## config.mk

```make
export PLATFORM = sky130hd
export DESIGN_NAME = wb_regfile
export DESIGN_NICKNAME = d
export VERILOG_FILES = /design/src/rtl/wb_regfile.sv
export SDC_FILE = /design/constraint.sdc
export NUM_CORES = 1
export LEC_CHECK = 0
export BUFFER_PORTS_ARGS = -buffer_cell sky130_fd_sc_hd__buf_4
export CAP_MARGIN = 20
export CORE_MARGIN = 8
export CORE_UTILIZATION = 50
export DETAILED_ROUTE_END_ITERATION = 12
export HOLD_SLACK_MARGIN = 0.03
export PLACE_DENSITY_LB_ADDON = 0.05
export SLEW_MARGIN = 10
export SYNTH_ARGS = -nofsm -noshare
export SYNTH_HDL_FRONTEND = slang
export SYNTH_SLANG_ARGS = --single-unit
```

## constraint.sdc

```tcl
create_clock -name clk -period 2 [get_ports clk]
set_clock_uncertainty 0.15 [all_clocks]
set_input_delay 0.2 -clock clk [delete_from_list [all_inputs] [get_ports clk]]
set_output_delay 0.2 -clock clk [all_outputs]
set_load 0.01 [all_outputs]
```

## src/rtl/wb_regfile.sv

```systemverilog
// Writeback select and 32 x 8 architectural register file with write-first read bypass,
// plus a committed-write counter and last-destination record for retire accounting.
module wb_regfile #(
    parameter int NREGS = 32,
    parameter int DW    = 8,
    parameter int CW    = 16
) (
    input  logic                     clk,
    input  logic                     rst_n,
    input  logic [1:0]               WB,
    input  logic [DW-1:0]            mem_out,
    input  logic [DW-1:0]            ALUOut,
    input  logic [$clog2(NREGS)-1:0] rd,
    input  logic [$clog2(NREGS)-1:0] rs_addr,
    input  logic [$clog2(NREGS)-1:0] rt_addr,
    output logic [DW-1:0]            rs_data,
    output logic [DW-1:0]            rt_data,
    output logic [DW-1:0]            wb_data,
    output logic                     wb_we,
    output logic [CW-1:0]            wr_count,
    output logic [$clog2(NREGS)-1:0] last_rd,
    output logic [DW-1:0]            last_data
);

    localparam int AW = $clog2(NREGS);

    logic [DW-1:0] regFile_q [NREGS];
    logic [CW-1:0] wrCount_q, wrCount_d;
    logic [AW-1:0] lastRd_q;
    logic [DW-1:0] lastData_q;

    logic regWrite;
    logic memToReg;

    assign regWrite = WB[0];
    assign memToReg = WB[1];

    assign wb_data   = memToReg ? mem_out : ALUOut;
    assign wb_we     = regWrite && (rd != '0);
    assign wrCount_d = wrCount_q + CW'(1);

    assign wr_count  = wrCount_q;
    assign last_rd   = lastRd_q;
    assign last_data = lastData_q;

    // r0 always reads zero; an in-flight write to the same index is forwarded before storage
    always_comb begin
        rs_data = regFile_q[rs_addr];
        if (rs_addr == '0) begin
            rs_data = '0;
        end else if (wb_we && (rs_addr == rd)) begin
            rs_data = wb_data;
        end
    end

    always_comb begin
        rt_data = regFile_q[rt_addr];
        if (rt_addr == '0) begin
            rt_data = '0;
        end else if (wb_we && (rt_addr == rd)) begin
            rt_data = wb_data;
        end
    end

    // Reset wins over any write presented in the same cycle
    always_ff @(posedge clk) begin
        if (!rst_n) begin
            for (int i = 0; i < NREGS; i++) begin
                regFile_q[i] <= '0;
            end
            wrCount_q  <= '0;
            lastRd_q   <= '0;
            lastData_q <= '0;
        end else if (wb_we) begin
            regFile_q[rd] <= wb_data;
            wrCount_q     <= wrCount_d;
            lastRd_q      <= rd;
            lastData_q    <= wb_data;
        end
    end

endmodule

```

==> results.cfg, run 1 <==
[synth]
async_reset_ff_frac = 0
synth_warnings = 0
synth-edff-count = 256
ys_ff_latch = 285
netlist-cell-type-count = 53
avgSynthCellArea_um2 = 12.7
syn_area_mm2 = 0.0149
postSynthCellCount = 1176
synth_flop_cell = edfxtp_1
ys_seq_area_frac = 0.554

[global_routing]
grt_pass1_wl_um = 70700
overflow = 0
grt_use_total = 0.265
grt_max_degree = 36
grt_pass1_vias = 11100
antenna_found_initial = 0

[critical_path]
path_max_fanout = 2
crit_required_ns = 1.65
critPathKind = reg -> out
cp-end-kind = output port
startpoint_type = register
critPathArrivalTime_ns = 2.37

[clock_network]
htreeDepth = 1
worstSkewPairLatency_ns = 0.55
numCtsBuffers = 31
tritoncts = done
cts_buffer_depth = 3
clock_sinks = 285
cts_root_buf = clkbuf_16
clkSlewWorstSetupHoldPaths_ns = 0.06

[status]
status = finished, violations left
failed_checks = negative setup slack

[sta]
worstMarginPinSlew_ns = 0.542
hold_violations = 0
totalNegativeSetupSlack_ns = -10.06
final_max_slew_viol_count = 0
setup_viol = 16
max_freq_ghz = 0.367
fin_crit_sh = 1.36
finalCriticalPeriod_ns = 2.72
fin_ws_ns = -0.723
slew_headroom = 0.639
rsz0062_at_grt = yes

[min_path]
holdCritPathClass = in -> reg

[power]
leakage_nw = 7.39
power_density_mw_per_mm2 = 793
p_total_mw = 15.1
ir_drop_mv = 0.557

[floorplanning]
io_pins = 89
dieArea_mm2 = 0.0356
die_h_um = 189
rows = 63
core_mm2 = 0.0295
start_util = 0.506
die_x_um = 189

[routing]
wl_um = 48000
drt-vias-per-instance = 6.07
first_iter_violations = 1160
dr.pass1.iters = 5
avgRoutedWirePerCell_um = 26.1
drc = 0
ant_nets = 0
via_count = 11200

[layout]
fill_cells = 2326
num_antenna_cells = 0
final_cell_mix = nor2_1, buf_4, edfxtp_1
area_growth_pct = 27.9
drive_gt1_frac = 0.353
layout.nets = 1467
layout_commonest_cell = nor2_1

[place]
port_buffers = 88
hpwlAfterDp_um = 35400
routabilityCongestion = 0.942

[flow_run]
drv_cap = 0
## layer usage
metal	share of wire	wire, um	vias up	track usage
met5	0	0	-	0
met4	0.034	1640	0	0.0953
met3	0.11	5070	88	0.0584
met2	0.46	21900	624	0.412
met1	0.40	19400	5553	0.362
li1	-	-	4925	-
## through the flow
stage | utilization | hold WS (ns) | setup slack [ns] | instances | instance area, um^2
after global routing | 0.647 | 0.0726 | -0.791 | 1842 | 19100
after detailed placement | 0.593 | 0.303 | -0.590 | 1767 | 17500
after CTS | 0.644 | 0.0523 | -0.742 | 1840 | 19000
after global placement | 0.593 | 0.292 | -0.591 | 1767 | 17500
final | 0.647 | 0.0702 | -0.723 | 1842 | 19100
after floorplan | - | 0.318 | -0.0224 | 1183 | 15000
## synth_stat cells (4+ instances only)
library cell | n | area [um^2]
nor2_1 | 287 | 1080
edfxtp_1 | 256 | 7690
mux2i_1 | 93 | 931
nand2_1 | 87 | 327
mux4_2 | 85 | 1910
clkbuf_1 | 52 | 195
o22ai_1 | 32 | 200
nand3_1 | 31 | 155
dfxtp_1 | 29 | 581
buf_2 | 20 | 100
a211oi_1 | 19 | 143
xor2_1 | 18 | 158
inv_1 | 13 | 48.8
buf_6 | 11 | 124
a22oi_1 | 10 | 75.1
buf_4 | 10 | 75.1
a21oi_1 | 8 | 40.0
nand2_2 | 8 | 50.1
nand4_1 | 8 | 50.1
a22o_1 | 7 | 61.3
mux2_2 | 7 | 78.8
o2111a_1 | 7 | 78.8
o32ai_1 | 7 | 61.3
mux4_1 | 6 | 158
nor3_1 | 6 | 30.0
o221ai_1 | 6 | 52.6
nor2b_1 | 5 | 31.3
xnor2_1 | 5 | 43.8
a311oi_1 | 4 | 35.0
and2_1 | 4 | 25.0
and3_1 | 4 | 25.0
## registers in the layout, summed over array words and instances, names as in the netlist
signal / count
regFile_q: 256
last_rd: 5
wr_count: 16
last_data: 8
## cell type report
cell class / instances / area (um^2) / area share
multi-input combinational: 789 / 6570 / 0.344
timing repair buffer: 310 / 2710 / 0.142
clock buffer: 38 / 802 / 0.0420
tap: 390 / 488 / 0.0256
sequential: 285 / 8270 / 0.433
inverter: 14 / 52.6 / 0.00275
clock inverter: 16 / 184 / 0.00964
## logic make-up (layout without fill, tap and decap cells)
logic type / Yosys count / count (layout) / share of synthesized area
mux: 191 / 191 / 0.207
xor+xnor: 23 / 23 / 0.0135
compound gates: 107 / 107 / 0.0554
buf+inv: 109 / 378 / 0.0382
flops: 285 / 285 / 0.554
simple gates: 459 / 459 / 0.131
fa+ha+maj: 1 / 1 / 0.000838
other cells: 1 / 8 / 0.000251
## path summary, 6_finish.rpt
path / from / to / slack (ns) / depth (start not counted)
worst max-delay path: regFile_q[8][0] / rt_data[0] / -0.72 / 7
worst max register to register: wr_count[3] / wr_count[7] / 0.19 / 5
worst min register to register: wr_count[15] / wr_count[15] / 0.32 / 2
worst min-delay path: ALUOut[7] / regFile_q[18][7] / 0.07 / 4
## where the power goes
| group | internal, mW | switching (mW) | leakage, nW |
|---|---|---|---|
| registers | 6.81 | 0.202 | 2.67 |
| logic | 1.17 | 1.33 | 4.23 |
| clock network | 3.34 | 2.28 | 0.480 |
## critical path, stage by stage, from the launching register on
cell and delay, ns:
edfxtp_1 0.39, mux4_2 0.51, a22oi_2 0.16, nand2_1 0.08
a311oi_2 0.23, buf_4 0.21, o32ai_4 0.09, buf_6 0.14
## timing repair
item	CTS	global route
endpoints found under the setup margin	16	23
resized for setup	77	14
hold endpoints to repair	17	0
hold buffers	17	0
setup buffers	3	2
pin swaps	29	2
Note: power is estimated with default switching activity, not from simulation.
==> run 2, diff against run 1 <==
==> constraint.sdc (replaced) <==
create_clock -name clk -period 2.8 [get_ports clk]
set_clock_uncertainty 0.15 [all_clocks]
set_input_delay 0.28 -clock clk [delete_from_list [all_inputs] [get_ports clk]]
set_output_delay 0.28 -clock clk [all_outputs]
set_load 0.01 [all_outputs]
==> run 2 against run 1 <==
  * The run still ends with negative setup slack left
  * Sequential power is 29% lower
  * Critical endpoint is now rt_data[5]
  * Worst setup slack improved by 0.67 ns
  * Utilization decreased by 4.3 points
==> results.cfg, run 2 (synthesis gave the netlist of run 1 again) <==
[floorplanning]
io_pins = 89
start_util = 0.506
rows = 63
dieArea_mm2 = 0.0356
core_mm2 = 0.0295
die_h_um = 189
die_x_um = 189

[critical_path]
worst-r2r-cell-count = 5
path_max_fanout = 2
r2r-end = wr_count[13]
regToRegSetupSlack_ns = 0.99
critPathKind = reg -> out
startpoint_type = register
crit_slowest_cell = mux4_2
r2r-start = wr_count[2]
crit_required_ns = 2.37
critPathArrivalTime_ns = 2.42
cp-end-kind = output port
crit_chain = mux4_2 -> a22oi_1 -> nand2_1 -> a311oi_2 -> o32ai_2 -> buf_4
cp_slowest_stage_delay_ns = 0.53

[place]
hpwlAfterDp_um = 35500
postPlaceCellArea_mm2 = 0.0165
routabilityCongestion = 0.973
place_inst = 1662
port_buffers = 88

[power]
p_sw_mw = 2.81
swShare = 0.259
p_clk_frac = 0.391
leakage_nw = 6.70
ir_drop_mv = 0.401
power_density_mw_per_mm2 = 610
seqPwrFrac = 0.461
power_frac_comb = 0.148
power.internal_mw = 8.04

[clock_network]
tritoncts = done
clock_sinks = 285
htreeDepth = 2
cts_root_buf = clkbuf_16
numCtsBuffers = 34
cts_buffer_depth = 3
worstSkewPairLatency_ns = 0.51
clkSlewWorstSetupHoldPaths_ns = 0.06

[routing]
drt-vias-per-instance = 6.37
wl_um = 49000
ant_nets = 0
avgRoutedWirePerCell_um = 28.3
via_count = 11000
dr.pass1.iters = 6
first_iter_violations = 1139
drc = 0

[min_path]
min-delay-start = ALUOut[6]
holdCritPathClass = in -> reg
hold_depth = 3
worstHoldEndpoint = regFile_q[6][6]

[global_routing]
grt_pass1_wl_um = 71900
grt_max_degree = 36
grt_use_total = 0.271
grt_pass1_vias = 10900
overflow = 0
antenna_found_initial = 1

[layout]
fin_area_mm2 = 0.0178
layout.nets = 1354
top_register = regFile_q
fill_cells = 2373
drive_gt1_frac = 0.279
final_cell_mix = nor2_1, edfxtp_1, buf_4
ff_latch_area_mm2 = 0.00827
multiInputGateArea_mm2 = 0.00633
layout_commonest_cell = nor2_1
area_growth_pct = 19.3
final_core_util = 0.604
largest_register_ffs = 256
fin_cells = 1733

[sta]
fin_crit_sh = 1.02
setup_viol = 6
worstMarginPinSlew_ns = 0.611
fin_ws_ns = -0.0508
totalNegativeSetupSlack_ns = -0.138
finalCriticalPeriod_ns = 2.85
max_freq_ghz = 0.351
whs_ns = 0.129
rsz0062_at_grt = yes
hold_violations = 0
slew_headroom = 0.584
final_max_slew_viol_count = 0

[flow_run]
drv_cap = 0

[status]
status = finished, violations left
failed_checks = negative setup slack
run 2: cell count changes in the layout (fill, tap and decap cells not counted), sizes merged:
cell          change
buf             -110
bufinv            -3
clkbuf           +10
clkinv            +1
clkinvlp          -1
diode             +1
dlygate4sd3       -5
dlymetal6s4s      -1
inv               -1
run 2: critical path: cells and delay by family (launching register included):
kind                   cells  cell delay (ns)
AOI/OAI and AO/OA          3             0.65
buffers and inverters      1             0.19
DFF                        1             0.40
muxes                      1             0.53
and+or+nand+nor            1             0.14
run 2: how the worst max path moves through the flow:
stage,startpoint,to,slack [ns],cells past startpoint
after global routing,regFile_q[1][6],rt_data[6],-0.11,7
after floorplan,rs_addr[0],rs_data[3],0.64,6
final,regFile_q[11][5],rt_data[5],-0.05,6
after CTS,regFile_q[8][5],rt_data[5],-0.01,6
after global placement,rt_addr[0],rt_data[2],0.05,9
after detailed placement,rt_addr[0],rt_data[0],0.07,9
run 2: what timing repair did:
action / in CTS / in global routing
endpoints found under the hold margin: 7 / 0
setup buffers: 0 / 1
setup endpoints to repair: 7 / 13
resized for setup: 18 / 11
pin swaps: 20 / 9
hold buffers: 11 / 0
run 2: per-layer routing:
metal / part of all wire / global-route usage / up-vias / wire length, um
met5: 0 / 0 / - / 0
met4: 0.041 / 0.109 / 0 / 1990
met3: 0.10 / 0.0571 / 119 / 5030
met2: 0.45 / 0.413 / 660 / 22000
met1: 0.41 / 0.376 / 5562 / 20000
li1: - / - / 4695 / -
run 2: through the flow:
step / power (mW) / setup slack (ns)
after floorplan: 5.89 / 0.642
after global placement: 6.61 / 0.0479
after detailed placement: 6.62 / 0.0700
after CTS: 10.8 / -0.0125
after global routing: 11.1 / -0.111
final: 10.9 / -0.0508
run 2: power groups by stage:
| stage | sequential (mW) | clock, mW | combinational [mW] |
|---|---|---|---|
| final | 5.01 | 4.24 | 1.61 |
| after global routing | 5.03 | 4.41 | 1.67 |
| after floorplan | 5.02 | 0 | 0.869 |
| after CTS | 5.00 | 4.26 | 1.57 |
| after detailed placement | 5.08 | 0 | 1.54 |
| after global placement | 5.08 | 0 | 1.53 |
run 2: area by class of cell:
class                   count  share of cell area
repair buffers            194              0.0901
diodes                      1            0.000141
multi-input cells         789               0.355
clock buffers              48              0.0544
inverters                  14             0.00295
well taps                 390              0.0274
flip-flops and latches    285               0.464
clock inverters            12             0.00527
==> run 3, diff against run 2 <==
--- a/config.mk
+++ b/config.mk
@@ -5,11 +5,13 @@
 export SDC_FILE = /design/constraint.sdc
 export NUM_CORES = 1
 export LEC_CHECK = 0
-export BUFFER_PORTS_ARGS = -buffer_cell sky130_fd_sc_hd__buf_4
 export CAP_MARGIN = 20
+export CELL_PAD_IN_SITES_DETAIL_PLACEMENT = 1
+export CELL_PAD_IN_SITES_GLOBAL_PLACEMENT = 2
 export CORE_MARGIN = 8
-export CORE_UTILIZATION = 50
+export CORE_UTILIZATION = 45
 export DETAILED_ROUTE_END_ITERATION = 12
+export DONT_BUFFER_PORTS = 1
 export HOLD_SLACK_MARGIN = 0.03
 export PLACE_DENSITY_LB_ADDON = 0.05
 export SLEW_MARGIN = 10
==> constraint.sdc (replaced) <==
create_clock -name clk -period 2.9 [get_ports clk]
set_clock_uncertainty 0.15 [all_clocks]
set_input_delay 0.29 -clock clk [delete_from_list [all_inputs] [get_ports clk]]
set_output_delay 0.29 -clock clk [all_outputs]
set_load 0.01 [all_outputs]
==> run 3 against run 2 <==
  * The run now ends clean
  * Wire length rose by 7.5%
  * Sequential share of layout area up 2.1 points
  * Non-clock buffer count fell by 91
  * Cell area is 4.3% lower
  * Clock-buffer cell count shrank 6
  * Cell count down 2.6%
  * Register-to-register slack got worse by 0.08 ns
  * First-iteration DRC count is 25% lower
  * Utilization down 8.2 points
  * Worst setup slack better by 0.066 ns
  * Global-route usage decreased by 0.22 points
  * Worst hold slack worse by 0.081 ns
  * Critical path type unchanged
==> results.cfg, run 3 (synthesis gave the netlist of run 1 again) <==
[critical_path]
startpoint_type = register
cp-end-kind = output port
critPathArrivalTime_ns = 2.44
path_max_fanout = 2
critPathKind = reg -> out
crit_required_ns = 2.46

[global_routing]
grt_max_degree = 95
grtUsageMet1 = 0.372
grtUsageMet2 = 0.425
grt_use_total = 0.269
use_met3 = 0.0491
busiest_layer = met2
antenna_found_initial = 2
grt_pass1_wl_um = 77000
grt_pass1_vias = 10900
overflow = 0

[clock_network]
htreeDepth = 1
cts_buffer_depth = 3
tritoncts = done
clock_sinks = 285
cts_root_buf = clkbuf_16
numCtsBuffers = 31
worstSkewPairLatency_ns = 0.57
clkSlewWorstSetupHoldPaths_ns = 0.07

[layout]
fin_cells = 1688
largest_register_ffs = 256
layout_commonest_cell = nor2_1
final_cell_mix = nor2_1, edfxtp_1, mux4_2, nand2_1, buf_4
top_register = regFile_q
drive_gt1_frac = 0.214
layout.nets = 1260
area_growth_pct = 14.1

[floorplanning]
die_x_um = 198
rows = 66
core_mm2 = 0.0326
io_pins = 89
die_h_um = 198
dieArea_mm2 = 0.0392
start_util = 0.457

[place]
place_inst = 1613
hpwlAfterDp_um = 35700
port_buffers = 0
routabilityCongestion = 0.882

[sta]
worstMarginPinSlew_ns = 1.10
setup_viol = 0
finalCriticalPeriod_ns = 2.88
max_freq_ghz = 0.347
whs_ns = 0.0480
slew_headroom = 0.267
final_max_slew_viol_count = 0
hold_violations = 0
rsz0062_at_grt = yes
fin_crit_sh = 0.995

[routing]
avgRoutedWirePerCell_um = 31.2
via_count = 10600
first_iter_violations = 857
wl_um = 52700
drt-vias-per-instance = 6.29
dr.pass1.iters = 5
drc = 0
ant_nets = 0

[power]
ir_drop_mv = 0.492
leakage_nw = 6.17
power_density_mw_per_mm2 = 580

[min_path]
holdCritPathClass = in -> reg

[status]
status = finished, final reports clean

[flow_run]
drv_cap = 0
run 3: layer usage:
layer	up-vias	part of all wire
li1	4516	-
met1	5531	0.42
met4	0	0.035
met3	98	0.078
met5	-	0
met2	470	0.46
run 3: repair_timing:
| action | 4_1_cts | 5_1_grt |
|---|---|---|
| endpoints found under the hold margin | 103 | 0 |
| hold buffers | 19 | 0 |
| gates resized for setup | 12 | 18 |
| pin swaps | 2 | 5 |
| endpoints found under the setup margin | 5 | 7 |
| setup buffers | 0 | 1 |
run 3: final timing paths:
| path | start | endpoint | slack [ns] | depth (start not counted) |
|---|---|---|---|---|
| setup reg to reg | wr_count[2] | wr_count[7] | 0.91 | 5 |
| setup / recovery | regFile_q[6][7] | rt_data[7] | 0.02 | 6 |
| hold / removal | rst_n | regFile_q[13][1] | 0.05 | 1 |
| hold reg to reg | wr_count[15] | wr_count[15] | 0.38 | 2 |
run 3: final cells by class:
class	instances	area [um^2]
well taps	442	553
diodes	2	5.00
multi-input cells	789	6380
flip-flops and latches	285	8270
fillers	3253	15600
clock buffers	42	870
repair buffers	103	825
clock inverters	11	80.1
inverters	14	52.6
run 3: stage by stage:
| stage | cell area, um^2 | setup WS [ns] | setup TNS (ns) | power, mW | utilization |
|---|---|---|---|---|---|
| after detailed placement | 15700 | 0.154 | 0 | 6.07 | 0.482 |
| after floorplan | 14900 | 0.722 | 0 | 5.69 | - |
| after global placement | 15700 | 0.133 | 0 | 6.06 | 0.482 |
| final | 17000 | 0.0152 | 0 | 9.88 | 0.522 |
| after global routing | 17000 | -0.0277 | -0.0488 | 10.1 | 0.522 |
| after CTS | 16900 | 0.0000406 | 0 | 9.87 | 0.518 |
run 3: worst max-delay path, stage by stage (launching register included):
cell	delay (ns)
edfxtp_1	0.42
mux4_2	0.48
a21oi_1	0.28
a21oi_1	0.15
nor3_2	0.19
o32ai_1	0.17
buf_4	0.19
run 3: power by group:
group,internal (mW),switching (mW),leakage [nW]
clock,2.16,1.63,0.470
sequential,4.69,0.141,2.67
combinational,0.548,0.709,3.02
total,7.40,2.48,6.17
